<file path="config.mk">
export PLATFORM = sky130hd
export DESIGN_NAME = apb3_master_bridge
export DESIGN_NICKNAME = d
export VERILOG_FILES = /design/src/rtl/apb3_master_bridge.sv
export SDC_FILE = /design/constraint.sdc
export NUM_CORES = 1
export LEC_CHECK = 0
export ABC_CLOCK_PERIOD_IN_PS = 2700
export BUFFER_PORTS_ARGS = -buffer_cell sky130_fd_sc_hd__buf_2
export CORE_MARGIN = 8
export CORE_UTILIZATION = 42
export CTS_CLUSTER_SIZE = 14
export DETAILED_ROUTE_END_ITERATION = 10
export PLACE_DENSITY = 0.74
export REMOVE_ABC_BUFFERS = 1
export SLEW_MARGIN = 30
export SYNTH_ARGS = -nofsm -noshare
export SYNTH_HDL_FRONTEND = slang
export SYNTH_SLANG_ARGS = --single-unit
</file>
<file path="constraint.sdc">
create_clock -name clk -period 2.7 [get_ports clk]
set_input_delay 0.54 -clock clk [delete_from_list [all_inputs] [get_ports clk]]
set_output_delay 0.54 -clock clk [all_outputs]
set_load 0.005 [all_outputs]
</file>
<file path="src/rtl/apb3_master_bridge.sv">
// APB3 initiator: turns a valid/ready command stream into APB3 transfers to one of
// APB_NR_OF_SLAVES_P slaves and returns data/status on a valid/ready response channel.
module apb3_master_bridge #(
  parameter int unsigned APB_ADDR_WIDTH_P    = 32,
  parameter int unsigned APB_DATA_WIDTH_P    = 32,
  parameter int unsigned APB_NR_OF_SLAVES_P  = 4,
  parameter int unsigned APB_SLAVE_SEL_LSB_P = 16,
  parameter int unsigned APB_TIMEOUT_P       = 255
) (
  input  logic                                           clk,
  input  logic                                           rst_n,
  input  logic                                           cmd_valid,
  output logic                                           cmd_ready,
  input  logic                                           cmd_write,
  input  logic [APB_ADDR_WIDTH_P-1:0]                    cmd_addr,
  input  logic [APB_DATA_WIDTH_P-1:0]                    cmd_wdata,
  output logic                                           rsp_valid,
  input  logic                                           rsp_ready,
  output logic [APB_DATA_WIDTH_P-1:0]                    rsp_rdata,
  output logic [1:0]                                     rsp_status,
  output logic [APB_ADDR_WIDTH_P-1:0]                    apb3_paddr,
  output logic [APB_NR_OF_SLAVES_P-1:0]                  apb3_psel,
  output logic                                           apb3_penable,
  output logic                                           apb3_pwrite,
  output logic [APB_DATA_WIDTH_P-1:0]                    apb3_pwdata,
  input  logic [APB_NR_OF_SLAVES_P*APB_DATA_WIDTH_P-1:0] apb3_prdata,
  input  logic [APB_NR_OF_SLAVES_P-1:0]                  apb3_pready,
  input  logic [APB_NR_OF_SLAVES_P-1:0]                  apb3_pslverr
);

  localparam int unsigned SEL_W = (APB_NR_OF_SLAVES_P > 1) ? $clog2(APB_NR_OF_SLAVES_P) : 1;

  localparam logic [1:0] IDLE   = 2'd0;
  localparam logic [1:0] SETUP  = 2'd1;
  localparam logic [1:0] ACCESS = 2'd2;
  localparam logic [1:0] RESP   = 2'd3;

  localparam logic [1:0] ST_OKAY    = 2'd0;
  localparam logic [1:0] ST_SLVERR  = 2'd1;
  localparam logic [1:0] ST_DECERR  = 2'd2;
  localparam logic [1:0] ST_TIMEOUT = 2'd3;

  localparam logic [15:0] CNT_LAST = 16'(APB_TIMEOUT_P - 1);

  logic [1:0]                    state;
  logic [SEL_W-1:0]              idx;
  logic [SEL_W-1:0]              cmd_idx;
  logic [15:0]                   cnt;
  logic [APB_NR_OF_SLAVES_P-1:0] cmd_onehot;
  logic                          cmd_hit;
  logic                          sel_pready;
  logic                          sel_pslverr;
  logic [APB_DATA_WIDTH_P-1:0]   sel_prdata;

  assign cmd_idx = cmd_addr[APB_SLAVE_SEL_LSB_P +: SEL_W];

  // An index beyond the last slave leaves the one-hot empty, which doubles as the decode miss.
  always_comb begin
    cmd_onehot  = '0;
    sel_pready  = 1'b0;
    sel_pslverr = 1'b0;
    sel_prdata  = '0;
    for (int unsigned i = 0; i < APB_NR_OF_SLAVES_P; i++) begin
      cmd_onehot[i] = (cmd_idx == SEL_W'(i));
      if (idx == SEL_W'(i)) begin
        sel_pready  = apb3_pready[i];
        sel_pslverr = apb3_pslverr[i];
        sel_prdata  = apb3_prdata[i*APB_DATA_WIDTH_P +: APB_DATA_WIDTH_P];
      end
    end
  end

  assign cmd_hit = |cmd_onehot;

  always_ff @(posedge clk or negedge rst_n) begin
    if (!rst_n) begin
      state        <= IDLE;
      idx          <= '0;
      cnt          <= '0;
      cmd_ready    <= 1'b1;
      rsp_valid    <= 1'b0;
      rsp_rdata    <= '0;
      rsp_status   <= ST_OKAY;
      apb3_paddr   <= '0;
      apb3_psel    <= '0;
      apb3_penable <= 1'b0;
      apb3_pwrite  <= 1'b0;
      apb3_pwdata  <= '0;
    end else begin
      case (state)
        IDLE: begin
          if (cmd_valid) begin
            cmd_ready <= 1'b0;
            if (cmd_hit) begin
              apb3_paddr  <= cmd_addr;
              apb3_pwrite <= cmd_write;
              apb3_pwdata <= cmd_wdata;
              apb3_psel   <= cmd_onehot;
              idx         <= cmd_idx;
              state       <= SETUP;
            end else begin
              rsp_valid  <= 1'b1;
              rsp_status <= ST_DECERR;
              rsp_rdata  <= '0;
              state      <= RESP;
            end
          end
        end
        SETUP: begin
          apb3_penable <= 1'b1;
          cnt          <= '0;
          state        <= ACCESS;
        end
        ACCESS: begin
          // pready is checked ahead of the limit so a late ready still completes normally.
          if (sel_pready) begin
            apb3_psel    <= '0;
            apb3_penable <= 1'b0;
            rsp_valid    <= 1'b1;
            rsp_status   <= sel_pslverr ? ST_SLVERR : ST_OKAY;
            rsp_rdata    <= (!apb3_pwrite && !sel_pslverr) ? sel_prdata : '0;
            state        <= RESP;
          end else if (cnt == CNT_LAST) begin
            apb3_psel    <= '0;
            apb3_penable <= 1'b0;
            rsp_valid    <= 1'b1;
            rsp_status   <= ST_TIMEOUT;
            rsp_rdata    <= '0;
            state        <= RESP;
          end else begin
            cnt <= cnt + 16'd1;
          end
        end
        RESP: begin
          if (rsp_ready) begin
            rsp_valid <= 1'b0;
            cmd_ready <= 1'b1;
            state     <= IDLE;
          end
        end
        default: state <= IDLE;
      endcase
    end
  end

endmodule

</file>
==> impl_metrics.toml, run 1 <==
[layout]
drive_gt1_frac = 0.5964
fin_util = 0.6063
fin_nets = 971
fillers = 1137
syn_to_final_growth_pct = 41.07

[sta]
finalMaxSlewViolations = 0
final-hold-violation-count = 0
finalCritPeriodShare = 0.8542
rsz0062_at_grt = "no"
finalClockSkew_ps = 5.504
tightest_slew_ps = 626.0
relSlewSlack = 0.5827
timing.hold.ws_ps = 103.7
min_period_ps = 2306
tns_ps = 0
max_freq_mhz = 433.6
finalSetupViolCount = 0

[critical_path]
regToRegStartpoint = "state[0]$_DFFE_PN0P_"
worst_ep_required_time_ps = 3040
crit_fanout = 9
crit_path_end = "cnt[13]$_DFFE_PN0P_"
reg2reg_slack_ps = 390
cp.arrival_ps = 2640
critPathKind = "reg -> reg"
reg2regPathDepth = 6
setup.worst_path.start = "state[0]$_DFFE_PN0P_"
cp-end-kind = "flip-flop"
cp-start-kind = "flip-flop"
r2r-end = "cnt[13]$_DFFE_PN0P_"

[cts]
cts_tree = "yes"
postCtsResizedCells = 0
htreeDepth = 4
cts_setup_buffers = 0
path_clk_slew_ps = 50
clk_latency_ps = 410
cts_hold_buf = 0
numCtsBuffers = 17
clock-sinks = 124
cts_buffer_depth = 2
ctsRootBufferMaster = "clkbuf_16"

[synthesis]
yosysWarningCount = 0
syn-cell-area_sq_um = 5966
ys_top_cells_by_area = "dfrtp_1, mux4_2, mux2_2, o2bb2ai_1, inv_1"
synth_edf_count = 0
synth_largest_area_cell = "dfrtp_1"
ys_types = 50
ys_async_sr_fraction = 1.000
synthMostInstantiatedCell = "dfrtp_1"
synth_seq_cells = 124
synth_area_per_cell_sq_um = 13.38
synthTopCellsByCount = "dfrtp_1, mux2_2, inv_1"
yosys_most_used_dff = "dfrtp_1"
synth_top_cell_area_share = 0.5159
seq_area_frac_synth = 0.5203
synth_cells = 446

[placement]
hpwl_um = 15890
port_buffers = 310
gp_congestion = 0.8860

[grt]
grt_max_degree = 67
grt_pass1_wl_um = 30160
grt_overflow = 0
antenna_found_initial = 1
grt_use_total = 0.2135
first_global_vias = 5381

[routing]
finalWirelength_um = 19940
drcViolationCount = 0
drtAntennaViolNets = 0
vias = 5078
wire_per_inst_um = 20.91
drtPass1Iterations = 6
dr.first_iter.drc_count = 338
avgViaCountPerCell = 5.323

[floorplanning]
fp.coreArea_sq_um = 13880
initial_core_util = 0.4298
ios = 311
fp-row-count = 43
dieArea_sq_um = 18270
dieWidth_um = 135.2
chipHeight_um = 135.2

[pwr]
power.leakage_nw = 4.222
power_density_nw_per_um2 = 1091
ir_drop_mv = 0.9814

[min_path]
hp-class = "in -> async"

[flow_run]
cap_violations = 0

[outcome]
status = "finished clean"
worst min path at each step:
stage	slack (ps)	depth (start not counted)	end
global placement	460	1	apb3_penable$_DFFE_PN0P_
global route	130	1	apb3_pwdata[7]$_DFFE_PN0P_
floorplan	240	0	apb3_paddr[0]$_DFFE_PN0P_
finish	100	1	apb3_pwdata[7]$_DFFE_PN0P_
CTS	110	1	apb3_paddr[18]$_DFFE_PN0P_
detailed placement	470	1	rsp_rdata[3]$_DFFE_PN0P_
sequential cells by signal (all words and copies together), names as in the netlist:
| register | flops |
|---|---|
| apb3_paddr | 32 |
| apb3_pwdata | 32 |
| rsp_rdata | 32 |
| cnt | 16 |
| apb3_psel | 4 |
| rsp_status | 2 |
| state | 2 |
| apb3_penable | 1 |
| apb3_pwrite | 1 |
| cmd_ready | 1 |
| rsp_valid | 1 |
metal layers:
| layer | vias to the layer above | share of wire | routed length, um | GRT usage |
|---|---|---|---|---|
| met4 | 0 | 0.016 | 329 | 0.07156 |
| met1 | 2564 | 0.38 | 7527 | 0.2393 |
| met5 | - | 0 | 0 | 0 |
| met2 | 189 | 0.54 | 10790 | 0.3824 |
| met3 | 22 | 0.065 | 1298 | 0.05898 |
| li1 | 2303 | - | - | - |
through the flow:
stage	power [mW]	cell area (sq um)	worst slack, ps	cells
floorplan	5.139	5828	-778.4	416
global placement	6.592	7762	449.7	921
detailed placement	6.764	7762	401.0	921
CTS	9.285	8413	442.2	953
global route	9.707	8416	259.2	954
finish	9.183	8416	393.7	954
worst max-delay path, cell delays in order, from the launching register on:
cell	delay, ps
dfrtp_1	400
inv_1	90
ha_1	410
and3_1	400
nand4_1	300
or4_1	490
o21ai_1	140
layout make-up:
class / instances / area, sq um / share of cell area
diodes: 1 / 2.502 / 0.0002974
repair buffers: 325 / 1704 / 0.2025
flip-flops and latches: 124 / 3107 / 0.3692
clock inverters: 11 / 190.2 / 0.02260
multi-input cells: 247 / 2557 / 0.3039
clock buffers: 21 / 460.4 / 0.05471
well taps: 180 / 225.2 / 0.02676
inverters: 45 / 168.9 / 0.02007
cell families after synthesis:
group / share of synthesized area
compound gates: 0.1105
fa+ha+maj: 0.01258
buf+inv: 0.05139
flops: 0.5203
mux: 0.2508
simple gates: 0.05432
placed cells by master (no fill, tap or decap), drive strengths merged, types with 3 or more instances in the layout:
cell | Yosys | layout
buf | 17 | 325
dfrtp | 123 | 123
mux4 | 34 | 34
nor2 | 5 | 5
a31oi | 3 | 3
o221a | 4 | 4
nand2b | 3 | 3
clkbuf | 13 | 21
mux2 | 64 | 64
ha | 6 | 6
nor2b | 4 | 4
clkinv | 0 | 5
o2bb2ai | 34 | 34
or4 | 3 | 3
inv | 45 | 45
o22ai | 4 | 4
o21ai | 4 | 4
and3 | 3 | 3
a21oi | 12 | 12
bufinv | 0 | 5
nand3 | 9 | 9
nand2 | 12 | 12
nand4 | 7 | 7
where the power goes:
group	internal [mW]	total (mW)	leakage [nW]	switching, mW
registers	2.60	3.01	1.55	0.407
logic	1.92	3.70	2.35	1.78
clock network	1.68	2.48	0.317	0.796
Power figures use the tool's default switching activity.
==> run 2, diff against run 1 <==
--- a/config.mk
+++ b/config.mk
@@ -11,6 +11,7 @@
 export CORE_UTILIZATION = 42
 export CTS_CLUSTER_SIZE = 14
 export DETAILED_ROUTE_END_ITERATION = 10
+export MAX_ROUTING_LAYER = met4
 export PLACE_DENSITY = 0.74
 export REMOVE_ABC_BUFFERS = 1
 export SLEW_MARGIN = 30
==> run 2 against run 1 <==
Against the previous run: sequential cell count unchanged; sequential share of layout area increased by 0.21 points; setup slack improved by 14 ps; hold slack improved by 23 ps; sequential power is essentially flat; clock skew grew 2.4 ps; largest power group unchanged; critical endpoint is now rsp_rdata[24]$_DFFE_PN0P_; critical path depth grew 1; via count fell by 0.51%; die area did not move; wire length is 2.0% lower; utilization fell by 0.34 points; clock power is 7% lower.
==> impl_metrics.toml, run 2 (same netlist as run 1, synthesis figures left out) <==
[cts]
htreeDepth = 4
postCtsResizedCells = 0
cts_tree = "yes"
path_clk_slew_ps = 60
clk_latency_ps = 420
clock-sinks = 124
cts_hold_buf = 0
cts_setup_buffers = 0
cts_buffer_depth = 2
numCtsBuffers = 17
ctsRootBufferMaster = "clkbuf_16"

[sta]
final-hold-violation-count = 0
min_period_ps = 2292
finalMaxSlewViolations = 0
finalCritPeriodShare = 0.8490
relSlewSlack = 0.5800
rsz0062_at_grt = "no"
finalClockSkew_ps = 7.920
tightest_slew_ps = 630.1
timing.hold.ws_ps = 126.4
max_freq_mhz = 436.2
finalSetupViolCount = 0

[routing]
vias = 5052
wire_per_inst_um = 20.50
avgViaCountPerCell = 5.301
drtPass1Iterations = 4
drtAntennaViolNets = 0
dr.first_iter.drc_count = 277
drcViolationCount = 0
finalWirelength_um = 19540

[grt]
first_global_vias = 5462
grt_max_degree = 68
grt_overflow = 0
grt_use_total = 0.2168
grt_pass1_wl_um = 29910
antenna_found_initial = 1

[layout]
fin_nets = 970
drive_gt1_frac = 0.5997
final_cell_mix = "buf_2, dfrtp_1, mux2_2"
fin_area_sq_um = 8368
fin_cells = 953
largestRegisters = "apb3_paddr x32, apb3_pwdata x32, rsp_rdata x32"
final_common_cell = "buf_2"
fillers = 1136
syn_to_final_growth_pct = 40.27

[critical_path]
critical_path.max_stage_delay_ps = 540
slowest_stage = "a41o_2"
cp.arrival_ps = 2580
crit_chain = "inv_1 -> ha_1 -> nor4b_1 -> a41o_2 -> nand2_1 -> buf_4 -> o2bb2ai_1"
critPathKind = "reg -> reg"
worst_ep_required_time_ps = 2990
crit_fanout = 32
cp-end-kind = "flip-flop"
cp-start-kind = "flip-flop"

[floorplanning]
dieArea_sq_um = 18270
initial_core_util = 0.4298
dieWidth_um = 135.2
ios = 311
fp.coreArea_sq_um = 13880
fp-row-count = 43
chipHeight_um = 135.2

[pwr]
fin_total_pwr_mw = 8.969
power.leakage_nw = 4.193
ir_drop_mv = 0.9829
power_density_nw_per_um2 = 1072

[flow_run]
cap_violations = 0

[placement]
gp_congestion = 0.9237
port_buffers = 310
numPlacedInstances = 920
placed_area_sq_um = 7755
hpwl_um = 15610

[outcome]
status = "finished clean"

[min_path]
hp-class = "in -> async"
run 2: final timing paths:
kind / slack, ps / from / endpoint / cells past startpoint
worst min register to register: 480 / rsp_rdata[22]$_DFFE_PN0P_ / rsp_rdata[22]$_DFFE_PN0P_ / 1
worst min-delay path: 130 / rst_n / apb3_paddr[3]$_DFFE_PN0P_ / 1
worst max-delay path: 410 / cnt[0]$_DFFE_PN0P_ / rsp_rdata[24]$_DFFE_PN0P_ / 7
worst max register to register: 410 / cnt[0]$_DFFE_PN0P_ / rsp_rdata[24]$_DFFE_PN0P_ / 7
min in group clk: 340 / cmd_addr[17] / apb3_psel[0]$_DFFE_PN0P_ / 2
max in group asynchronous: 1880 / rst_n / apb3_paddr[31]$_DFFE_PN0P_ / 2
run 2: layer usage:
metal	track usage	wire, um	up-vias	part of all wire
met2	0.3783	10590	181	0.54
met5	-	0	-	0
li1	-	-	2309	-
met1	0.2369	7174	2542	0.37
met3	0.06046	1484	20	0.076
met4	0.06169	291	0	0.015
run 2: report_power, final:
group | total, mW | switching [mW] | internal (mW)
Combinational | 3.67 | 1.76 | 1.91
Sequential | 3.00 | 0.397 | 2.60
Clock | 2.30 | 0.824 | 1.48
Total | 8.97 | 2.98 | 5.99
run 2: cell type report:
type                       count  area (sq um)  share of cell area
antenna                        1         2.502           0.0002990
clock buffer                  18         439.2             0.05248
clock inverter                14         170.2             0.02033
inverter                      45         168.9             0.02019
multi-input combinational    247          2559              0.3058
sequential                   124          3107              0.3713
tap                          180         225.2             0.02691
timing repair buffer         324          1697              0.2028
run 2: stage by stage:
stage / worst slack [ps] / utilization / TNS (ps)
2_1_floorplan: -778.4 / - / -36540
3_3_place_gp: 297.6 / 0.5587 / 0
3_5_place_dp: 275.2 / 0.5587 / 0
4_1_cts: 237.6 / 0.6026 / 0
5_1_grt: 273.4 / 0.6028 / 0
6_report: 407.6 / 0.6028 / 0
run 2: critical path: cells and delay by family (launching register included):
family | cells | cell delay [ps]
DFF | 1 | 410
and+or+nand+nor | 2 | 430
buffers and inverters | 2 | 380
AOI/OAI and AO/OA | 2 | 720
adders and majority gates | 1 | 180
